## src/rtl/sram_fetch_pkg.sv

```systemverilog
// Shared types for the SRAM fetch controller.
//   state_e : controller FSM states
//   tag_t   : per-issue tag that travels beside each read until its data returns
//   IMG_WORDS_DEF / WGT_WORDS_DEF : default region sizes in 32-bit words
package sram_fetch_pkg;

  localparam int IMG_WORDS_DEF = 32;
  localparam int WGT_WORDS_DEF = 512;
  localparam int IDX_W         = 9;

  typedef enum logic [2:0] {
    IDLE      = 3'd0,
    FETCH_IMG = 3'd1,
    FETCH_WGT = 3'd2,
    DRAIN     = 3'd3,
    DONE      = 3'd4
  } state_e;

  typedef struct packed {
    logic             valid;
    logic             is_wgt;
    logic [IDX_W-1:0] idx;
  } tag_t;

endpackage

```

## src/rtl/rd_tag_pipe.sv

```systemverilog
// RD_LAT-deep shift register of read tags. A tag entering on the cycle a
// read is issued leaves on the cycle that read's data is on mem_rdata.
//   clk, n_rst : clock, async active-low reset (clears every stage)
//   tag_i      : tag of the read issued this cycle (valid=0 when idle)
//   tag_o      : tag aligned with the current mem_rdata
//   busy_o     : some stage still holds a valid tag
module rd_tag_pipe
  import sram_fetch_pkg::*;
#(
  parameter int RD_LAT = 2
) (
  input  logic clk,
  input  logic n_rst,
  input  tag_t tag_i,
  output tag_t tag_o,
  output logic busy_o
);

  tag_t [RD_LAT-1:0] stg_q;

  always_ff @(posedge clk or negedge n_rst) begin
    if (!n_rst) begin
      stg_q <= '0;
    end else begin
      stg_q[0] <= tag_i;
      for (int i = 1; i < RD_LAT; i++) stg_q[i] <= stg_q[i-1];
    end
  end

  assign tag_o = stg_q[RD_LAT-1];

  always_comb begin
    busy_o = 1'b0;
    for (int i = 0; i < RD_LAT; i++) busy_o = busy_o | stg_q[i].valid;
  end

endmodule

```

## src/rtl/sram_fetch_ctrl.sv

```systemverilog
// Streams the image region then the weight region out of a fixed-latency
// SRAM and hands each returned word to the buffer stage with a region/index
// tag. One read is issued per cycle with no gap between the two regions.
//   clk, n_rst           : clock, async active-low reset
//   start_sram           : start request, honoured only in IDLE
//   img_base, wgt_base   : region base word addresses, latched at start
//   mem_ren, mem_addr    : SRAM read request (addr holds when idle)
//   mem_rdata            : SRAM data, RD_LAT cycles after mem_ren
//   sram_data, data_valid, data_is_wgt, word_idx : registered return stream
//   sram_done            : one-cycle pulse after the final data_valid
//   busy                 : first issue cycle through the sram_done cycle
module sram_fetch_ctrl
  import sram_fetch_pkg::*;
#(
  parameter int ADDR_W    = 16,
  parameter int RD_LAT    = 2,
  parameter int IMG_WORDS = IMG_WORDS_DEF,
  parameter int WGT_WORDS = WGT_WORDS_DEF
) (
  input  logic              clk,
  input  logic              n_rst,
  input  logic              start_sram,
  input  logic [ADDR_W-1:0] img_base,
  input  logic [ADDR_W-1:0] wgt_base,
  output logic              mem_ren,
  output logic [ADDR_W-1:0] mem_addr,
  input  logic [31:0]       mem_rdata,
  output logic [31:0]       sram_data,
  output logic              data_valid,
  output logic              data_is_wgt,
  output logic [IDX_W-1:0]  word_idx,
  output logic              sram_done,
  output logic              busy
);

  state_e            state_q, state_d;
  logic [IDX_W-1:0]  cnt_q, cnt_d;
  logic [ADDR_W-1:0] img_base_q, img_base_d;
  logic [ADDR_W-1:0] wgt_base_q, wgt_base_d;
  logic [ADDR_W-1:0] addr_q, addr_d;
  tag_t              issue_q, issue_d;
  tag_t              ret_tag;
  logic              pipe_busy;
  logic              fetch_d;
  logic [31:0]       data_q;
  logic              dv_q, isw_q, done_q, busy_q;
  logic [IDX_W-1:0]  idx_q;

  // cnt_q is the index of the read being issued this cycle (== issue_q.idx).
  always_comb begin
    state_d    = state_q;
    cnt_d      = cnt_q;
    img_base_d = img_base_q;
    wgt_base_d = wgt_base_q;
    unique case (state_q)
      IDLE: begin
        if (start_sram) begin
          state_d    = FETCH_IMG;
          cnt_d      = '0;
          img_base_d = img_base;
          wgt_base_d = wgt_base;
        end
      end
      FETCH_IMG: begin
        if (cnt_q == IDX_W'(IMG_WORDS - 1)) begin
          state_d = FETCH_WGT;
          cnt_d   = '0;
        end else begin
          cnt_d = cnt_q + IDX_W'(1);
        end
      end
      FETCH_WGT: begin
        if (cnt_q == IDX_W'(WGT_WORDS - 1)) begin
          state_d = DRAIN;
          cnt_d   = '0;
        end else begin
          cnt_d = cnt_q + IDX_W'(1);
        end
      end
      // Once the pipe is empty the last tag has already been registered out.
      DRAIN:   if (!pipe_busy) state_d = DONE;
      DONE:    state_d = IDLE;
      default: state_d = IDLE;
    endcase
  end

  // Request outputs are registered from the next state so the first read
  // goes out in the cycle right after start is sampled.
  always_comb begin
    fetch_d        = (state_d == FETCH_IMG) || (state_d == FETCH_WGT);
    issue_d.valid  = fetch_d;
    issue_d.is_wgt = (state_d == FETCH_WGT);
    issue_d.idx    = cnt_d;
    addr_d         = addr_q;
    if (fetch_d)
      addr_d = ((state_d == FETCH_WGT) ? wgt_base_d : img_base_d) + ADDR_W'(cnt_d);
  end

  always_ff @(posedge clk or negedge n_rst) begin
    if (!n_rst) begin
      state_q    <= IDLE;
      cnt_q      <= '0;
      img_base_q <= '0;
      wgt_base_q <= '0;
      addr_q     <= '0;
      issue_q    <= '0;
      done_q     <= 1'b0;
      busy_q     <= 1'b0;
    end else begin
      state_q    <= state_d;
      cnt_q      <= cnt_d;
      img_base_q <= img_base_d;
      wgt_base_q <= wgt_base_d;
      addr_q     <= addr_d;
      issue_q    <= issue_d;
      done_q     <= (state_d == DONE);
      busy_q     <= (state_d != IDLE);
    end
  end

  rd_tag_pipe #(.RD_LAT(RD_LAT)) u_tag_pipe (
    .clk    (clk),
    .n_rst  (n_rst),
    .tag_i  (issue_q),
    .tag_o  (ret_tag),
    .busy_o (pipe_busy)
  );

  // Return register: data and tag captured together; all hold while idle.
  always_ff @(posedge clk or negedge n_rst) begin
    if (!n_rst) begin
      data_q <= '0;
      dv_q   <= 1'b0;
      isw_q  <= 1'b0;
      idx_q  <= '0;
    end else begin
      dv_q <= ret_tag.valid;
      if (ret_tag.valid) begin
        data_q <= mem_rdata;
        isw_q  <= ret_tag.is_wgt;
        idx_q  <= ret_tag.idx;
      end
    end
  end

  assign mem_ren     = issue_q.valid;
  assign mem_addr    = addr_q;
  assign sram_data   = data_q;
  assign data_valid  = dv_q;
  assign data_is_wgt = isw_q;
  assign word_idx    = idx_q;
  assign sram_done   = done_q;
  assign busy        = busy_q;

endmodule

```

## config.mk

```make
export PLATFORM = sky130hd
export DESIGN_NAME = sram_fetch_ctrl
export DESIGN_NICKNAME = d
export VERILOG_FILES = /design/src/rtl/sram_fetch_pkg.sv /design/src/rtl/rd_tag_pipe.sv /design/src/rtl/sram_fetch_ctrl.sv
export SDC_FILE = /design/constraint.sdc
export NUM_CORES = 1
export LEC_CHECK = 0
export CAP_MARGIN = 20
export CORE_MARGIN = 3
export CORE_UTILIZATION = 50
export CTS_CLUSTER_DIAMETER = 40
export DETAILED_ROUTE_END_ITERATION = 8
export GPL_TIMING_DRIVEN = 0
export HOLD_SLACK_MARGIN = 0.03
export PLACE_DENSITY = 0.77
export SETUP_SLACK_MARGIN = 0.2
export SLEW_MARGIN = 5
export SYNTH_ARGS = -nofsm -noshare
export SYNTH_HDL_FRONTEND = slang
export SYNTH_HIERARCHICAL = 1
export SYNTH_SLANG_ARGS = --single-unit
```

## constraint.sdc

```tcl
create_clock -name clk -period 5.32 [get_ports clk]
set_input_delay 1.064 -clock clk [delete_from_list [all_inputs] [get_ports clk]]
set_output_delay 1.064 -clock clk [all_outputs]
set_load 0.1 [all_outputs]
```

==> metrics.cfg, run 1 <==
[layout]
area_delta_synth_final_pct = 38.1
num-nets-final = 709
drive_gt1_frac = 0.201
antenna_cells = 0

[sta]
slew_violations = 0
finClkSkew_ns = 0.00953
finalSetupViolCount = 0
rsz0062_at_grt = no
fin_crit_sh = 0.901
timing.fmax_mhz = 209
hold_ws_ns = 0.343
hold_violations = 0
fin_crit_ns = 4.79
setup_ws_ns = 0.528
tightest_slew_ns = 0.999
slew_headroom = 0.332

[die]
start_util = 0.517
die_h_microns = 113
dieArea_sq_mm = 0.0127
fp.dieW_microns = 113
io_pins = 129
core-area_sq_mm = 0.0110
row_count = 38

[power_and_ir_drop]
total_power_mw = 2.57
ir_drop_mv = 0.174
p_leak_nw = 3.48
p_per_area_mw_per_mm2 = 328

[place]
dp_hpwl_microns = 9160
dpl_worst_slack_ns = 0.148
numPortBuffers = 128
routabilityCongestion = 0.877

[clock_tree]
cts_root_buf = clkbuf_16
ctsHoldBuffers = 0
cts_buffer_depth = 2
clk_pin_slew_ns = 0.06
cts_tree = yes
cts_made_buffers = 17
clock_latency_ns = 0.41
clock_sinks = 129
cts.htree.levels = 4

[grt]
overflow = 0
antenna_found_initial = 0
grtUsageTotal = 0.210
grt_pass1_vias = 4399
grt_pass1_wl_microns = 21300
grt_max_degree = 77

[run_status]
status = finished, final reports clean

[synth]
synth_compound_area_frac = 0.0720
synth.largest_area_cell = dfrtp_1
yosys_warnings = 6
synth_top_area_frac = 0.568
syn_area_per_cell_sq_um = 11.9
syn_area_sq_mm = 0.00568
synth_seq_cells = 129
synthAdderAreaFrac = 0.0278
synth_top_family_by_area = multiplexers
synth.distinct_cells = 43
seq_area_frac_synth = 0.568
synth_cells = 478
yosys-mux-area-fraction = 0.148
yosys.area_share.xor_xnor = 0.0185
postSynthNetCount = 557
synthTopCellsByArea = dfrtp_1 57%, mux2_2 13%, nand2_1 5.4%
synthSimpleGateAreaFrac = 0.130

[route]
first_pass_iters = 4
drc = 0
ant_nets = 0
drt-total-wl_microns = 12700
wl_per_cell_microns = 16.2
post_drt_via_cell_ratio = 5.31
via_count = 4153
drt_iter0_drc = 279

[critical_path]
endpoint_kind = flip-flop
cp-start-kind = flip-flop
crit_arrival_ns = 5.12
worstPathRequired_ns = 5.65
cp_slowest_cell = fa_1
worstSetupStartpoint = issue_q[1]
crit_chain = ha_1 -> and4_1 -> and2_1 -> and3_1 -> ha_1 -> nor4b_4 -> buf_4 -> nor2_4 -> clkbuf_4 -> mux2_2 -> ha_1 -> fa_1 -> a211o_1 -> a2111oi_2 -> o21a_1 -> a21oi_1 -> xor2_1 -> a21oi_1
crit_top_cell = ha_1
crit_type = reg -> reg
r2r-start = issue_q[1]
cp_num_buf_inv = 2
slowest_delay_ns = 0.43
crit_fanout = 10
critPathTopFamily = compound AO/OA/AOI/OAI gates

[min_path]
hold_class = reg -> reg
hp-start = u_tag_pipe/stg_q[4]

[run]
drv_cap = 0

## cell usage after synthesis (all sizes together)
cell / n
nor4b: 2
buf: 20
fa: 1
or2: 1
and2: 2
a21oi: 18
ha: 11
o211ai: 5
nor2: 20
nand2: 82
dfrtp: 129
nand4: 12
mux2i: 8
and3: 3
nand3: 9
xnor2: 3
nor3: 4
mux2: 67
clkbuf: 11
o221ai: 1
o21a: 3
nor3b: 2
a211o: 2
nand2b: 5
nand3b: 3
and4: 3
o21ai: 20
xor2: 9
o31ai: 3
inv: 4
nor2b: 1
nor4: 1
a211oi: 2
a21boi: 1
a21o: 6
a31oi: 2
a2111oi: 1
a32oi: 1
## registers in the layout, summed over array words and instances (netlist names)
name	flops
wgt_base_q	16
sram_data	32
word_idx	9
data_is_wgt	1
mem_addr	16
sram_done	1
mem_ren	1
img_base_q	16
u_tag_pipe/tag_o	11
state_q	3
data_valid	1
u_tag_pipe/stg_q	11
issue_q	10
busy	1
## cell type report
class / instances / area, sq um
clock buffer: 22 / 484
timing repair buffer: 133 / 1340
clock inverter: 9 / 154
tap: 140 / 175
sequential: 129 / 3230
fill: 816 / 3140
multi-input combinational: 314 / 2250
buffer: 31 / 191
inverter: 4 / 15.0
## metrics by stage
step                cell area, sq um  setup TNS [ns]   util  instances
floorplan                       5680               0      -        478
detailed placement              7170               0  0.652        747
global placement                7140         -207.99  0.650        746
CTS                             7800               0  0.711        778
finish                          7840               0  0.714        782
global route                    7840               0  0.714        782
## final timing paths
check / to / slack [ns] / cells past startpoint
setup / recovery: mem_addr[12] / 0.53 / 18
min in group asynchronous: sram_data[10] / 0.68 / 1
max in group asynchronous: wgt_base_q[4] / 3.97 / 2
hold / removal: u_tag_pipe/tag_o[4] / 0.34 / 0
setup reg to reg: mem_addr[12] / 0.53 / 18
hold reg to reg: u_tag_pipe/tag_o[4] / 0.34 / 0
## cells in the final DEF, fill, tap and decap left out, types with 3 or more instances in the layout
master and count:
a21o_1 6, a21oi_1 18, and3_1 3, and4_1 3
buf_2 3, buf_4 18, buf_6 3, bufinv_16 4
clkbuf_1 12, clkbuf_16 17, clkbuf_8 4, clkdlybuf4s50_1 127
dfrtp_1 129, ha_1 11, inv_1 4, mux2_2 66
mux2i_1 8, nand2_1 82, nand2b_1 5, nand3_1 9
nand3b_1 3, nand4_1 12, nor2_1 19, nor3_1 4
o211ai_1 5, o21a_1 3, o21ai_0 20, o31ai_1 3
xnor2_1 3, xor2_1 9
## power breakdown
group | switching, mW | internal [mW] | leakage, nW
clock | 0.396 | 0.830 | 0.308
combinational | 0.209 | 0.106 | 1.60
sequential | 0.0153 | 1.01 | 1.57
## cells by family (layout without fill, tap and decap cells)
family,after synthesis,after routing
AOI/OAI and AO/OA,65,65
adders and majority gates,12,12
muxes,75,75
DFF,129,129
xor gates and xnor gates,12,12
buffers and inverters,35,199
and+or+nand+nor,150,150
## metal layers
| metal | vias to the layer above | global-route usage | part of all wire |
|---|---|---|---|
| met5 | - | 0 | 0 |
| met4 | 0 | 0.0713 | 0.016 |
| met3 | 18 | 0.0555 | 0.054 |
| met2 | 127 | 0.363 | 0.52 |
| met1 | 2044 | 0.256 | 0.41 |
| li1 | 1964 | - | - |
## timing repair
item,in CTS,in global routing
buffers inserted,0,4
endpoints found under the hold margin,0,0
gates resized for setup,1,2
pin swaps,0,1
endpoints found under the setup margin,1,4
## worst register-to-register path, delay by kind of cell (launching register included)
kind            cells  cell delay, ns
flops               1            0.42
xor+xnor            1            0.17
fa+ha+maj           4            1.13
compound gates      5            1.20
mux                 1            0.36
simple gates        5            0.97
buf+inv             2            0.46
(Power assumes the default switching activity.)
==> inputs of run 2 (changes only) <==
--- a/config.mk
+++ b/config.mk
@@ -12,6 +12,7 @@
 export DETAILED_ROUTE_END_ITERATION = 8
 export GPL_TIMING_DRIVEN = 0
 export HOLD_SLACK_MARGIN = 0.03
+export MAX_ROUTING_LAYER = met4
 export PLACE_DENSITY = 0.77
 export SETUP_SLACK_MARGIN = 0.2
 export SLEW_MARGIN = 5
==> run 2 against run 1 <==
  * Final cell count unchanged
  * Count of clock-buffer cells in the layout unchanged
  * Via count increased by 0.43%
  * Register-to-register slack got worse by 0.02 ns
  * Clock skew increased by 0.0029 ns
  * Largest cell class unchanged
  * Highest routed layer unchanged
==> metrics.cfg, run 2 (synthesized netlist as in run 1, its figures left out) <==
[run]
drv_cap = 0  ; unchanged

[layout]
drive_gt1_frac = 0.201  ; unchanged
fillers = 816  ; unchanged
area_delta_synth_final_pct = 38.1  ; unchanged
num-nets-final = 709  ; unchanged
largest_register_ffs = 32  ; unchanged
mostFrequentLayoutCells = 129 x dfrtp_1, 127 x clkdlybuf4s50_1, 82 x nand2_1
layout_commonest_cell = dfrtp_1
antenna_cells = 0  ; unchanged

[grt]
grt_pass1_vias = 4389  ; -0.23%
antenna_found_initial = 0  ; unchanged
grt_pass1_wl_microns = 21300  ; about the same
grtUsageTotal = 0.217  ; +0.00636
overflow = 0  ; unchanged
grt_max_degree = 77  ; unchanged

[power_and_ir_drop]
ir_drop_mv = 0.175  ; +0.24%
p_per_area_mw_per_mm2 = 328  ; about the same
p_leak_nw = 3.48  ; unchanged
total_power_mw = 2.57  ; about the same

[place]
dp_hpwl_microns = 9160  ; unchanged
numPortBuffers = 128  ; unchanged
dpl_worst_slack_ns = 0.148  ; unchanged
routabilityCongestion = 0.891  ; +1.7%

[clock_tree]
cts_tree = yes
clock_sinks = 129  ; unchanged
clock_latency_ns = 0.41  ; about the same
clk_pin_slew_ns = 0.06  ; about the same
cts_buffer_depth = 2  ; unchanged
cts_made_buffers = 17  ; unchanged
cts.htree.levels = 4  ; unchanged
cts_root_buf = clkbuf_16

[sta]
slew_violations = 0  ; unchanged
timing.fmax_mhz = 208  ; -0.39%
fin_crit_sh = 0.904  ; +0.00354
finClkSkew_ns = 0.0124  ; +0.00292 ns
rsz0062_at_grt = no
setup_ws_ns = 0.509  ; -0.0188 ns
slew_headroom = 0.332  ; about the same
tightest_slew_ns = 0.999  ; +0.000117 ns
finalSetupViolCount = 0  ; unchanged
fin_tns_setup_ns = 0  ; unchanged
fin_crit_ns = 4.81  ; +0.0188 ns
hold_violations = 0  ; unchanged

[die]
start_util = 0.517  ; unchanged
core-area_sq_mm = 0.0110  ; unchanged
die_h_microns = 113  ; unchanged
io_pins = 129  ; unchanged
row_count = 38  ; unchanged
dieArea_sq_mm = 0.0127  ; unchanged
fp.dieW_microns = 113  ; unchanged

[route]
via_count = 4171  ; +0.43%
post_drt_via_cell_ratio = 5.33  ; +0.43%
first_pass_iters = 5  ; +1
drt-total-wl_microns = 12800  ; +0.67%
ant_nets = 0  ; unchanged
wl_per_cell_microns = 16.3  ; +0.67%
drt_iter0_drc = 261  ; -6.5%
drc = 0  ; unchanged

[min_path]
hold_class = reg -> reg

[critical_path]
cp-start-kind = flip-flop
endpoint_kind = flip-flop
crit_type = reg -> reg
crit_fanout = 10  ; unchanged
crit_arrival_ns = 5.14  ; +0.02 ns
worstPathRequired_ns = 5.65  ; about the same

[run_status]
status = finished, final reports clean

-- run 2: final timing paths --
path                                          start  slack (ns)             endpoint  cells past startpoint
worst max-delay path                     issue_q[0]        0.51         mem_addr[12]                     18
worst min-delay path            u_tag_pipe/stg_q[4]        0.34  u_tag_pipe/tag_o[4]                      0
worst max register to register           issue_q[0]        0.51         mem_addr[12]                     18
worst min register to register  u_tag_pipe/stg_q[4]        0.34  u_tag_pipe/tag_o[4]                      0
max in group asynchronous                     n_rst        3.96        wgt_base_q[4]                      2
min in group asynchronous                     n_rst        0.68        sram_data[10]                      1
-- run 2: metrics by stage --
step           instance area, sq um  instances  utilization  hold slack, ns
2_1_floorplan                  5680        478            -           0.331
4_1_cts                        7800        778        0.711           0.343
5_1_grt                        7840        782        0.714           0.346
3_3_place_gp                   7140        746        0.650           0.332
3_5_place_dp                   7170        747        0.652           0.335
6_report                       7840        782        0.714           0.343
-- run 2: final cells by class --
type	instances	area (sq um)	share of cell area
sequential	129	3230	0.412
multi-input combinational	314	2250	0.287
timing repair buffer	133	1340	0.171
clock buffer	22	484	0.0617
buffer	31	191	0.0244
tap	140	175	0.0223
clock inverter	9	154	0.0196
inverter	4	15.0	0.00191
-- run 2: layer usage --
layer	up-vias	share of wire	global-route usage
li1	1956	-	-
met1	2038	0.41	0.255
met2	154	0.52	0.364
met3	23	0.052	0.0544
met4	0	0.018	0.0713
met5	-	0	-
-- run 2: timing repair --
action | in CTS | in global routing
setup buffers | 0 | 4
hold buffers | 0 | 0
gates resized for setup | 1 | 2
endpoints found under the setup margin | 1 | 4
pin swaps | 0 | 1
-- run 2: where the power goes --
part           switching (mW)  leakage [nW]  internal [mW]
clock network           0.398         0.308          0.830
registers              0.0154          1.57           1.01
logic                   0.210          1.60          0.106
-- run 2: critical path: stages (launching register included) --
cell and delay [ns]:
dfrtp_1 0.43, ha_1 0.24, and4_1 0.30, and2_1 0.17
and3_1 0.16, ha_1 0.25, nor4b_4 0.07, buf_4 0.16
nor2_4 0.26, clkbuf_4 0.30, mux2_2 0.36, ha_1 0.21
fa_1 0.43, a211o_1 0.33, a2111oi_2 0.40, o21a_1 0.23
a21oi_1 0.09, xor2_1 0.18, a21oi_1 0.16
==> inputs of run 3 (changes only) <==
--- a/config.mk
+++ b/config.mk
@@ -10,7 +10,6 @@
 export CORE_UTILIZATION = 50
 export CTS_CLUSTER_DIAMETER = 40
 export DETAILED_ROUTE_END_ITERATION = 8
-export GPL_TIMING_DRIVEN = 0
 export HOLD_SLACK_MARGIN = 0.03
 export MAX_ROUTING_LAYER = met4
 export PLACE_DENSITY = 0.77
==> run 3 against run 2 <==
  * Total power decreased by 4.9%
  * Clock skew decreased by 0.0060 ns
  * Setup slack improved by 0.011 ns
  * Register-to-register slack about the same
  * Maximum frequency increased by 0.24%
  * Global-route usage decreased by 0.83 points
  * Die area unchanged
  * Critical endpoint unchanged
  * Largest cell class unchanged
  * Highest routed layer unchanged
==> metrics.cfg, run 3 (synthesized netlist as in run 1, its figures left out) <==
[run_status]
status = finished, final reports clean

[die]
start_util = 0.517  ; unchanged
io_pins = 129  ; unchanged
dieArea_sq_mm = 0.0127  ; unchanged
core-area_sq_mm = 0.0110  ; unchanged
row_count = 38  ; unchanged
die_h_microns = 113  ; unchanged
fp.dieW_microns = 113  ; unchanged

[critical_path]
endpoint_kind = flip-flop
cp-start-kind = flip-flop
crit_arrival_ns = 5.13  ; about the same
crit_fanout = 17  ; +7
crit_type = reg -> reg
cp_num_buf_inv = 0  ; -2
slowest_delay_ns = 0.58  ; +0.15 ns
cp_slowest_cell = a2111oi_0
critPathTopFamily = simple AND/OR/NAND/NOR gates
r2r_slack_ns = 0.52  ; about the same
worstPathRequired_ns = 5.65  ; about the same
reg2reg_depth = 16  ; -2
r2r-end = mem_addr[12]
crit_chain = ha_1 -> and4_1 -> and2_1 -> and3_1 -> ha_1 -> nor4b_4 -> nor2_4 -> mux2_2 -> ha_1 -> fa_1 -> a211o_1 -> a2111oi_0 -> o21a_1 -> a21oi_1 -> xor2_1 -> a21oi_1
r2r-start = issue_q[0]
crit_top_cell = ha_1

[route]
via_count = 4095  ; -1.8%
ant_nets = 0  ; unchanged
first_pass_iters = 4  ; -1
drc = 0  ; unchanged
drt_iter0_drc = 195  ; -25%
post_drt_via_cell_ratio = 5.45  ; +2.2%
wl_per_cell_microns = 16.4  ; +0.21%
drt-total-wl_microns = 12300  ; -3.8%

[place]
dp.cells = 720  ; -3.6%
dpl_cell_area_sq_mm = 0.00698  ; -2.5%
routabilityCongestion = 0.916  ; +2.7%
dp_hpwl_microns = 8950  ; -2.3%
numPortBuffers = 128  ; unchanged

[power_and_ir_drop]
p_leak_nw = 3.33  ; -4.2%
ir_drop_mv = 0.205  ; +17%
p_per_area_mw_per_mm2 = 324  ; -1.2%

[clock_tree]
clk_pin_slew_ns = 0.05  ; about the same
clock_latency_ns = 0.41  ; about the same
ctsHoldBuffers = 0  ; unchanged
cts_setup_buffers = 0  ; unchanged
cts_made_buffers = 17  ; unchanged
cts_root_buf = clkbuf_16
cts.htree.levels = 4  ; unchanged
clock_sinks = 129  ; unchanged
cts_tree = yes
cts_buffer_depth = 2  ; unchanged
ctsResizeCount = 0  ; -1

[grt]
antenna_found_initial = 0  ; unchanged
grt_max_degree = 68  ; -12%
grtUsageTotal = 0.208  ; -0.00825
grt_pass1_vias = 4216  ; -3.9%
overflow = 0  ; unchanged
grt_pass1_wl_microns = 20500  ; -3.6%

[min_path]
holdPathStages = 0  ; unchanged
hold_class = reg -> reg
hold_path_end = u_tag_pipe/tag_o[2]
hp-start = u_tag_pipe/stg_q[2]

[layout]
num-nets-final = 678  ; -4.4%
mostFrequentLayoutCells = 128 x dfrtp_1, 127 x clkdlybuf4s50_1, 82 x nand2_1
fillers = 824  ; +0.98%
antenna_cells = 0  ; unchanged
multiInputGateArea_sq_mm = 0.00225  ; -0.28%
largest_register_ffs = 32  ; unchanged
area_delta_synth_final_pct = 32.9
regArea_sq_mm = 0.00323  ; about the same
fin_util = 0.687  ; -0.0267
stdcell_count = 751  ; -4.0%
drive_gt1_frac = 0.172  ; -0.0291
final_area_sq_mm = 0.00755  ; -3.7%
layout_commonest_cell = dfrtp_1

[sta]
hold_violations = 0  ; unchanged
rsz0062_at_grt = no
tightest_slew_ns = 1.00  ; +0.000234 ns
timing.fmax_mhz = 208  ; +0.24%
fin_crit_sh = 0.902  ; -0.00213
slew_violations = 0  ; unchanged
fin_crit_ns = 4.80  ; -0.0113 ns
fin_tns_setup_ns = 0  ; unchanged
finClkSkew_ns = 0.00646  ; -0.00599 ns
finalSetupViolCount = 0  ; unchanged
slew_headroom = 0.332  ; about the same

[run]
drv_cap = 0  ; unchanged

[run 3: cell type report]
type                       count  share of cell area
clock buffer                  25              0.0643
multi-input combinational    314               0.298
inverter                       4             0.00199
timing repair buffer         133               0.174
sequential                   129               0.428
clock inverter                 6              0.0106
tap                          140              0.0232
[run 3: power breakdown]
part / switching, mW / internal [mW]
clock network: 0.383 / 0.720
logic: 0.210 / 0.105
registers: 0.0154 / 1.01
[run 3: metrics by stage]
stage,total power [mW],hold WS [ns],setup slack (ns)
6_report,2.45,0.344,0.521
4_1_cts,2.47,0.346,0.550
3_3_place_gp,1.36,0.332,0.806
3_5_place_dp,1.36,0.335,0.566
5_1_grt,2.53,0.348,0.252
2_1_floorplan,1.23,0.331,0.966
[run 3: how the worst max path moves through the flow]
stage	from	slack, ns	depth (start not counted)	end
2_1_floorplan	issue_q[0]	0.97	17	mem_addr[14]
3_3_place_gp	start_sram	0.81	13	mem_addr[14]
3_5_place_dp	issue_q[0]	0.57	16	mem_addr[10]
4_1_cts	issue_q[0]	0.55	16	mem_addr[12]
5_1_grt	issue_q[0]	0.25	16	mem_addr[10]
6_report	issue_q[0]	0.52	16	mem_addr[12]
[run 3: per-layer routing]
metal | global-route usage | up-vias | wire length [microns]
met5 | - | - | 0
met2 | 0.320 | 133 | 6030
li1 | - | 1910 | -
met3 | 0.0620 | 23 | 777
met4 | 0.0777 | 0 | 251
met1 | 0.263 | 2029 | 5240
